## src/rtl/query_pkg.sv

```systemverilog
// Shared definitions for the query patch memory read path.
//   DATA_WIDTH / PATCH_SIZE / ADDR_WIDTH : geometry of the query patch memory
//   PATCH_W                              : bits per stored patch
//   ENTRY_W                              : output buffer entry (patch + source address)
//   patch_t, addr_t, count_t             : common vector types
//   state_t                              : streamer sequencing states
package query_pkg;

  localparam int DATA_WIDTH = 11;
  localparam int PATCH_SIZE = 5;
  localparam int ADDR_WIDTH = 9;
  localparam int PATCH_W    = DATA_WIDTH * PATCH_SIZE;
  localparam int ENTRY_W    = PATCH_W + ADDR_WIDTH;

  typedef logic [PATCH_W-1:0]    patch_t;
  typedef logic [ADDR_WIDTH-1:0] addr_t;
  // One bit wider than an address so a full-memory sweep (2^ADDR_WIDTH) fits.
  typedef logic [ADDR_WIDTH:0]   count_t;

  typedef enum logic [1:0] {
    IDLE,
    RUN,
    DRAIN
  } state_t;

  typedef struct packed {
    patch_t patch;
    addr_t  idx;
  } entry_t;

endpackage

```

## src/rtl/patch_skid_fifo.sv

```systemverilog
// Two-entry output buffer between the memory return path and the consumer.
//   clk, reset : clock and synchronous active-high reset
//   push       : write push_data this cycle (caller guarantees space)
//   push_data  : entry to store
//   pop        : consume the head entry this cycle (caller guarantees non-empty)
//   pop_data   : head entry, stable until popped
//   count      : number of stored entries, 0..2
module patch_skid_fifo
  import query_pkg::*;
#(
  parameter int WIDTH = ENTRY_W
) (
  input  logic             clk,
  input  logic             reset,
  input  logic             push,
  input  logic [WIDTH-1:0] push_data,
  input  logic             pop,
  output logic [WIDTH-1:0] pop_data,
  output logic [1:0]       count
);

  logic [WIDTH-1:0] mem [2];
  logic             rd_ptr;
  logic             wr_ptr;

  assign pop_data = mem[rd_ptr];

  always_ff @(posedge clk) begin
    if (reset) begin
      // NOTE: the two storage entries are reset because the head entry drives
      // out_patch/out_idx directly and those must read zero after reset.
      mem[0] <= '0;
      mem[1] <= '0;
      rd_ptr <= 1'b0;
      wr_ptr <= 1'b0;
      count  <= 2'd0;
    end else begin
      if (push) begin
        mem[wr_ptr] <= push_data;
        wr_ptr      <= ~wr_ptr;
      end
      if (pop) begin
        rd_ptr <= ~rd_ptr;
      end
      case ({push, pop})
        2'b10:   count <= count + 2'd1;
        2'b01:   count <= count - 2'd1;
        default: count <= count;
      endcase
    end
  end

endmodule

```

## src/rtl/query_patch_streamer.sv

```systemverilog
// Read-side sequencer for the query patch memory. A start pulse walks a
// contiguous (wrapping) address range on read port 1 and streams each patch,
// tagged with its address, to the kNN pipeline over valid/ready.
//   clk, reset          : clock and synchronous active-high reset
//   start               : launch pulse, honoured only when idle
//   start_addr          : first patch address (sampled with start)
//   num_patches         : patch count 0..2^ADDR_WIDTH (sampled with start)
//   busy                : run in progress (cycle after start through done)
//   done                : single-cycle pulse on the last output handshake
//   csb1, addr1         : memory port-1 chip select (active low) and address
//   rpatch1             : memory port-1 read data, one cycle after csb1 low
//   out_valid/out_ready : output stream handshake
//   out_patch, out_idx  : patch data and the address it came from
module query_patch_streamer
  import query_pkg::*;
(
  input  logic                  clk,
  input  logic                  reset,
  input  logic                  start,
  input  logic [ADDR_WIDTH-1:0] start_addr,
  input  logic [ADDR_WIDTH:0]   num_patches,
  output logic                  busy,
  output logic                  done,
  output logic                  csb1,
  output logic [ADDR_WIDTH-1:0] addr1,
  input  logic [PATCH_W-1:0]    rpatch1,
  output logic                  out_valid,
  input  logic                  out_ready,
  output logic [PATCH_W-1:0]    out_patch,
  output logic [ADDR_WIDTH-1:0] out_idx
);

  state_t     state;
  addr_t      rd_addr;
  addr_t      addr_hold;      // last issued address, shown on addr1 between reads
  addr_t      inflight_addr;  // address of the read whose data returns this cycle
  count_t     issue_left;
  count_t     out_left;
  logic       inflight;
  logic       zero_done;      // done pulse for an empty request
  logic [1:0] fifo_count;
  logic [2:0] credit_used;
  logic       pop;
  logic       issue;
  logic       last_pop;
  entry_t     fifo_in;
  entry_t     fifo_head;

  assign out_valid = (fifo_count != 2'd0);
  assign pop       = out_valid & out_ready;

  // Slots that will still be occupied after this cycle's pop. Issuing only
  // while this is below two keeps buffered + in-flight patches within the
  // two buffer entries, so the buffer can never overflow.
  assign credit_used = {1'b0, fifo_count} + {2'b00, inflight} - {2'b00, pop};
  assign issue       = (state == RUN) && (issue_left != '0) && (credit_used < 3'd2);

  assign csb1 = ~issue;
  assign addr1 = issue ? rd_addr : addr_hold;

  assign last_pop = pop && (state == DRAIN) && (out_left == count_t'(1));
  assign done     = last_pop | zero_done;
  assign busy     = (state != IDLE);

  assign fifo_in   = '{patch: rpatch1, idx: inflight_addr};
  assign out_patch = fifo_head.patch;
  assign out_idx   = fifo_head.idx;

  patch_skid_fifo #(
    .WIDTH (ENTRY_W)
  ) u_fifo (
    .clk       (clk),
    .reset     (reset),
    .push      (inflight),
    .push_data (fifo_in),
    .pop       (pop),
    .pop_data  (fifo_head),
    .count     (fifo_count)
  );

  always_ff @(posedge clk) begin
    if (reset) begin
      state         <= IDLE;
      rd_addr       <= '0;
      addr_hold     <= '0;
      inflight_addr <= '0;
      issue_left    <= '0;
      out_left      <= '0;
      inflight      <= 1'b0;
      zero_done     <= 1'b0;
    end else begin
      // NOTE: every register here uses <= so all updates see the same
      // pre-edge values regardless of statement order.
      zero_done <= 1'b0;
      inflight  <= issue;

      if (issue) begin
        inflight_addr <= rd_addr;
        addr_hold     <= rd_addr;
        rd_addr       <= rd_addr + addr_t'(1);
        issue_left    <= issue_left - count_t'(1);
      end

      if (pop && (state != IDLE)) begin
        out_left <= out_left - count_t'(1);
      end

      case (state)
        IDLE: begin
          if (start) begin
            rd_addr    <= start_addr;
            issue_left <= num_patches;
            out_left   <= num_patches;
            if (num_patches == '0) begin
              zero_done <= 1'b1;
            end else begin
              state <= RUN;
            end
          end
        end
        RUN: begin
          if (issue && (issue_left == count_t'(1))) begin
            state <= DRAIN;
          end
        end
        DRAIN: begin
          if (last_pop) begin
            state <= IDLE;
          end
        end
        default: state <= IDLE;
      endcase
    end
  end

endmodule

```

## config.mk

```make
export PLATFORM = sky130hd
export DESIGN_NAME = query_patch_streamer
export DESIGN_NICKNAME = d
export VERILOG_FILES = /design/src/rtl/query_pkg.sv /design/src/rtl/patch_skid_fifo.sv /design/src/rtl/query_patch_streamer.sv
export SDC_FILE = /design/constraint.sdc
export NUM_CORES = 1
export LEC_CHECK = 0
export CORE_MARGIN = 2
export CORE_UTILIZATION = 53
export CTS_BUF_LIST = sky130_fd_sc_hd__clkbuf_16
export DETAILED_ROUTE_END_ITERATION = 12
export HOLD_SLACK_MARGIN = 0.05
export PLACE_DENSITY = 0.79
export SLEW_MARGIN = 25
export SYNTH_ARGS = -nofsm -noshare
export SYNTH_HDL_FRONTEND = slang
export SYNTH_HIERARCHICAL = 1
export SYNTH_SLANG_ARGS = --single-unit
```

## constraint.sdc

```tcl
create_clock -name clk -period 4.64 [get_ports clk]
set_clock_uncertainty 0.15 [all_clocks]
set_input_delay 0.928 -clock clk [delete_from_list [all_inputs] [get_ports clk]]
set_output_delay 0.928 -clock clk [all_outputs]
set_load 0.01 [all_outputs]
```

==> impl_metrics.yaml <==
synthesis:
  yosys_most_used_dff: "edfxtp_1"
  synth_adder_area_share_pct: 1.12
  synth_cells: 743
  synth_xor_area_share_pct: 1.02
  ys_types: 57
  syn_nets: 828
  yosysWarnings: 6
  synth.top_cell.area_share_pct: 45.3
  synth_area_um2: 8490
  muxShareOfSynthArea_pct: 8.61
  yosys.area_share.simple_pct: 18.7
  ys_seq_elements: 184
  synth_edf_count: 128
  yosys-top-cells-area: "edfxtp_1 (45%), dfxtp_1 (13%), mux2_2 (8.5%), nor2_1 (6.7%), nand2b_1 (5.0%)"
  synth.avg_cell_area_um2: 11.4
  synth_top_family_by_area: "simple AND/OR/NAND/NOR gates"
  synth_compound_area_share_pct: 8.55
  synth.largest_area_cell: "edfxtp_1"
  ys_seq_area_share_pct: 58.5
  synth-async-reset-ratio_pct: 0
final_layout:
  layout-drive-gt1-share_pct: 16.6
  final_util_pct: 69.1
  diodes: 0
  final_area_um2: 10900
  nNetsFinal: 979
  areaGrowthSynthToFinish_pct: 28.3
power_and_ir_drop:
  finalPower_mw: 4.70
  ir_drop_mv: 0.264
  p_leak_nw: 3.89
  powerDensity_nw_per_um2: 431
die:
  dieArea_um2: 17000
  io-pin-count: 155
  die_h_um: 131
  coreArea_um2: 15800
  fp.dieW_um: 131
  start_util_pct: 53.8
  rows: 46
placement:
  place_congestion: 0.887
  dpl_cell_area_um2: 10200
  io_buffer_count: 154
  dp_hpwl_um: 12500
  pre_cts_ws_ns: -0.129
timing:
  finalMaxSlewViolations: 0
  fin_crit_ns: 4.35
  tightest_slew_ns: 0.959
  finalSetupViolCount: 0
  clock.fmax_mhz: 230
  hold_violations: 0
  setup_slack_ns: 0.289
  min_period_over_period_pct: 93.8
  fin_hold_ws_ns: 0.317
  grt_setup_unrepaired: "false"
  slew_headroom_pct: 36.1
drt:
  drcViolationCount: 0
  drtPass1Iterations: 6
  avgRoutedWirePerCell_um: 17.8
  drt_iter0_drc: 538
  num_vias: 6386
  ant_nets: 0
  via_per_inst: 5.69
  wl_um: 19900
global_route:
  grt_usage_pct: 23.2
  grt-ovfl-total: 0
  grt_max_degree: 90
  grt_first_pass_wirelength_um: 30700
  antenna_found_initial: 0
  first_global_vias: 6265
clock_tree:
  root_buffer: "clkbuf_16"
  cts_tree: "done"
  h-tree-depth: 4
  tritoncts.num_buffers: 17
  path_clk_slew_ns: 0.07
  cts.sinks: 184
  holdBufCountCts: 0
  cts_max_path_buffers: 2
  clock_latency_ns: 0.43
worst_setup_path:
  critPathArrivalTime_ns: 3.27
  worstPathMaxFanout: 13
  end_kind: "output port"
  cp.required_ns: 3.56
  rr_startpoint: "u_fifo/count[1]$_SDFFE_PP0P_"
  startpoint_type: "flop"
  critPathLaunch: "issue_left[0]$_SDFF_PP0_"
  path_class: "flop to output port"
job:
  max_cap_viol_count: 0
worst_hold_path:
  holdCritStartpoint: "addr_hold[7]$_SDFF_PP0_"
  hold_path.class: "flop to flop"
run_status:
  status: "complete, no violations"
-- area by class of cell --
class,instances,area (um2)
flip-flops and latches,184,4970
fillers,1185,4880
multi-input cells,503,3280
repair buffers,181,1750
clock buffers,17,425
well taps,216,270
clock inverters,14,183
inverters,7,26.3
-- power by group --
group          switching, mW  internal (mW)  total [mW]  leakage (nW)
registers              0.111           1.91        2.02          1.79
clock network          0.598          0.895        1.49         0.306
logic                  0.569          0.618        1.19          1.80
total                   1.28           3.42        4.70          3.89
-- worst paths after layout --
check	endpoint	cells past startpoint	slack [ns]
setup / recovery	addr1[3]	7	0.29
hold / removal	addr_hold[7]$_SDFF_PP0_	2	0.32
setup reg to reg	rd_addr[8]$_SDFF_PP0_	11	1.55
hold reg to reg	addr_hold[7]$_SDFF_PP0_	2	0.32
-- cells by family (layout without fill, tap and decap cells) --
| logic type | Yosys count | after routing |
|---|---|---|
| adder cells (fa/ha/maj) | 7 | 7 |
| multiplexers | 65 | 65 |
| buffers and inverters | 57 | 219 |
| flip-flops | 184 | 184 |
| AO/OA/AOI/OAI | 106 | 106 |
| AND/OR/NAND/NOR | 315 | 316 |
| XOR/XNOR | 9 | 9 |
-- synthesized netlist by cell type (all sizes together) (3+ instances only) --
cell type    n
a2111oi      3
a211oi       3
a21oi       32
a311oi       7
a31oi       10
and3         3
and4         4
buf         25
clkbuf      25
dfxtp       56
edfxtp     128
ha           6
inv          7
mux2        64
nand2       19
nand2b      68
nand3       18
nand4        8
nor2       151
nor2b        3
nor3         6
nor4         9
o21ai       23
o21bai      10
o31ai        7
o41ai        4
or2          4
or3          4
or4          6
xnor2        3
xor2         6
-- registers in the layout, summed over array words and instances (netlist names), named ones only --
name	count
u_fifo/rd_ptr	1
u_fifo/count	2
u_fifo/mem	128
zero_done	1
issue_left	10
u_fifo/wr_ptr	1
inflight_addr	9
out_left	10
addr_hold	9
rd_addr	9
inflight	1
state	2
-- per-stage QoR --
stage	instances	setup TNS, ns
detailed placement	1087	-1.02
floorplan	743	0
CTS	1118	0
global placement	1087	0
finish	1122	0
global route	1122	0
-- timing repair --
action	4_1_cts	5_1_grt
pin swaps	0	1
resized for setup	3	8
cloned	0	1
setup endpoints to repair	9	9
setup buffers	0	3
-- worst max-delay path: stages (launching register included) --
cell,delay (ns)
dfxtp_1,0.35
inv_1,0.09
ha_1,0.32
or3b_2,0.55
nor4_4,0.71
o21ai_1,0.16
nand2_1,0.11
clkdlybuf4s50_1,0.54
-- placed cells by master, fill, tap and decap left out, drive strengths merged, types with 4 or more instances in the layout --
cell type,instances
xor2,6
nand2,19
nor3,6
ha,6
clkinv,5
or4,6
nand2b,68
a21oi,32
clkbuf,17
or3,4
a311oi,7
nand4,8
bufinv,4
o41ai,4
dfxtp,56
buf,28
o21ai,23
inv,11
nand3,18
and4,4
mux2,64
nor4,9
clkdlybuf4s50,151
or2,4
edfxtp,128
nor2,151
o21bai,10
o31ai,7
a31oi,10
-- per-layer routing --
layer | global-route usage [%] | wire length (um) | up-vias
met5 | 0 | 0 | -
met4 | 8.64 | 302 | 0
met1 | 30.0 | 8390 | 3093
met3 | 5.37 | 1500 | 32
li1 | - | - | 2979
met2 | 38.4 | 9760 | 282
(Power assumes the default switching activity.)
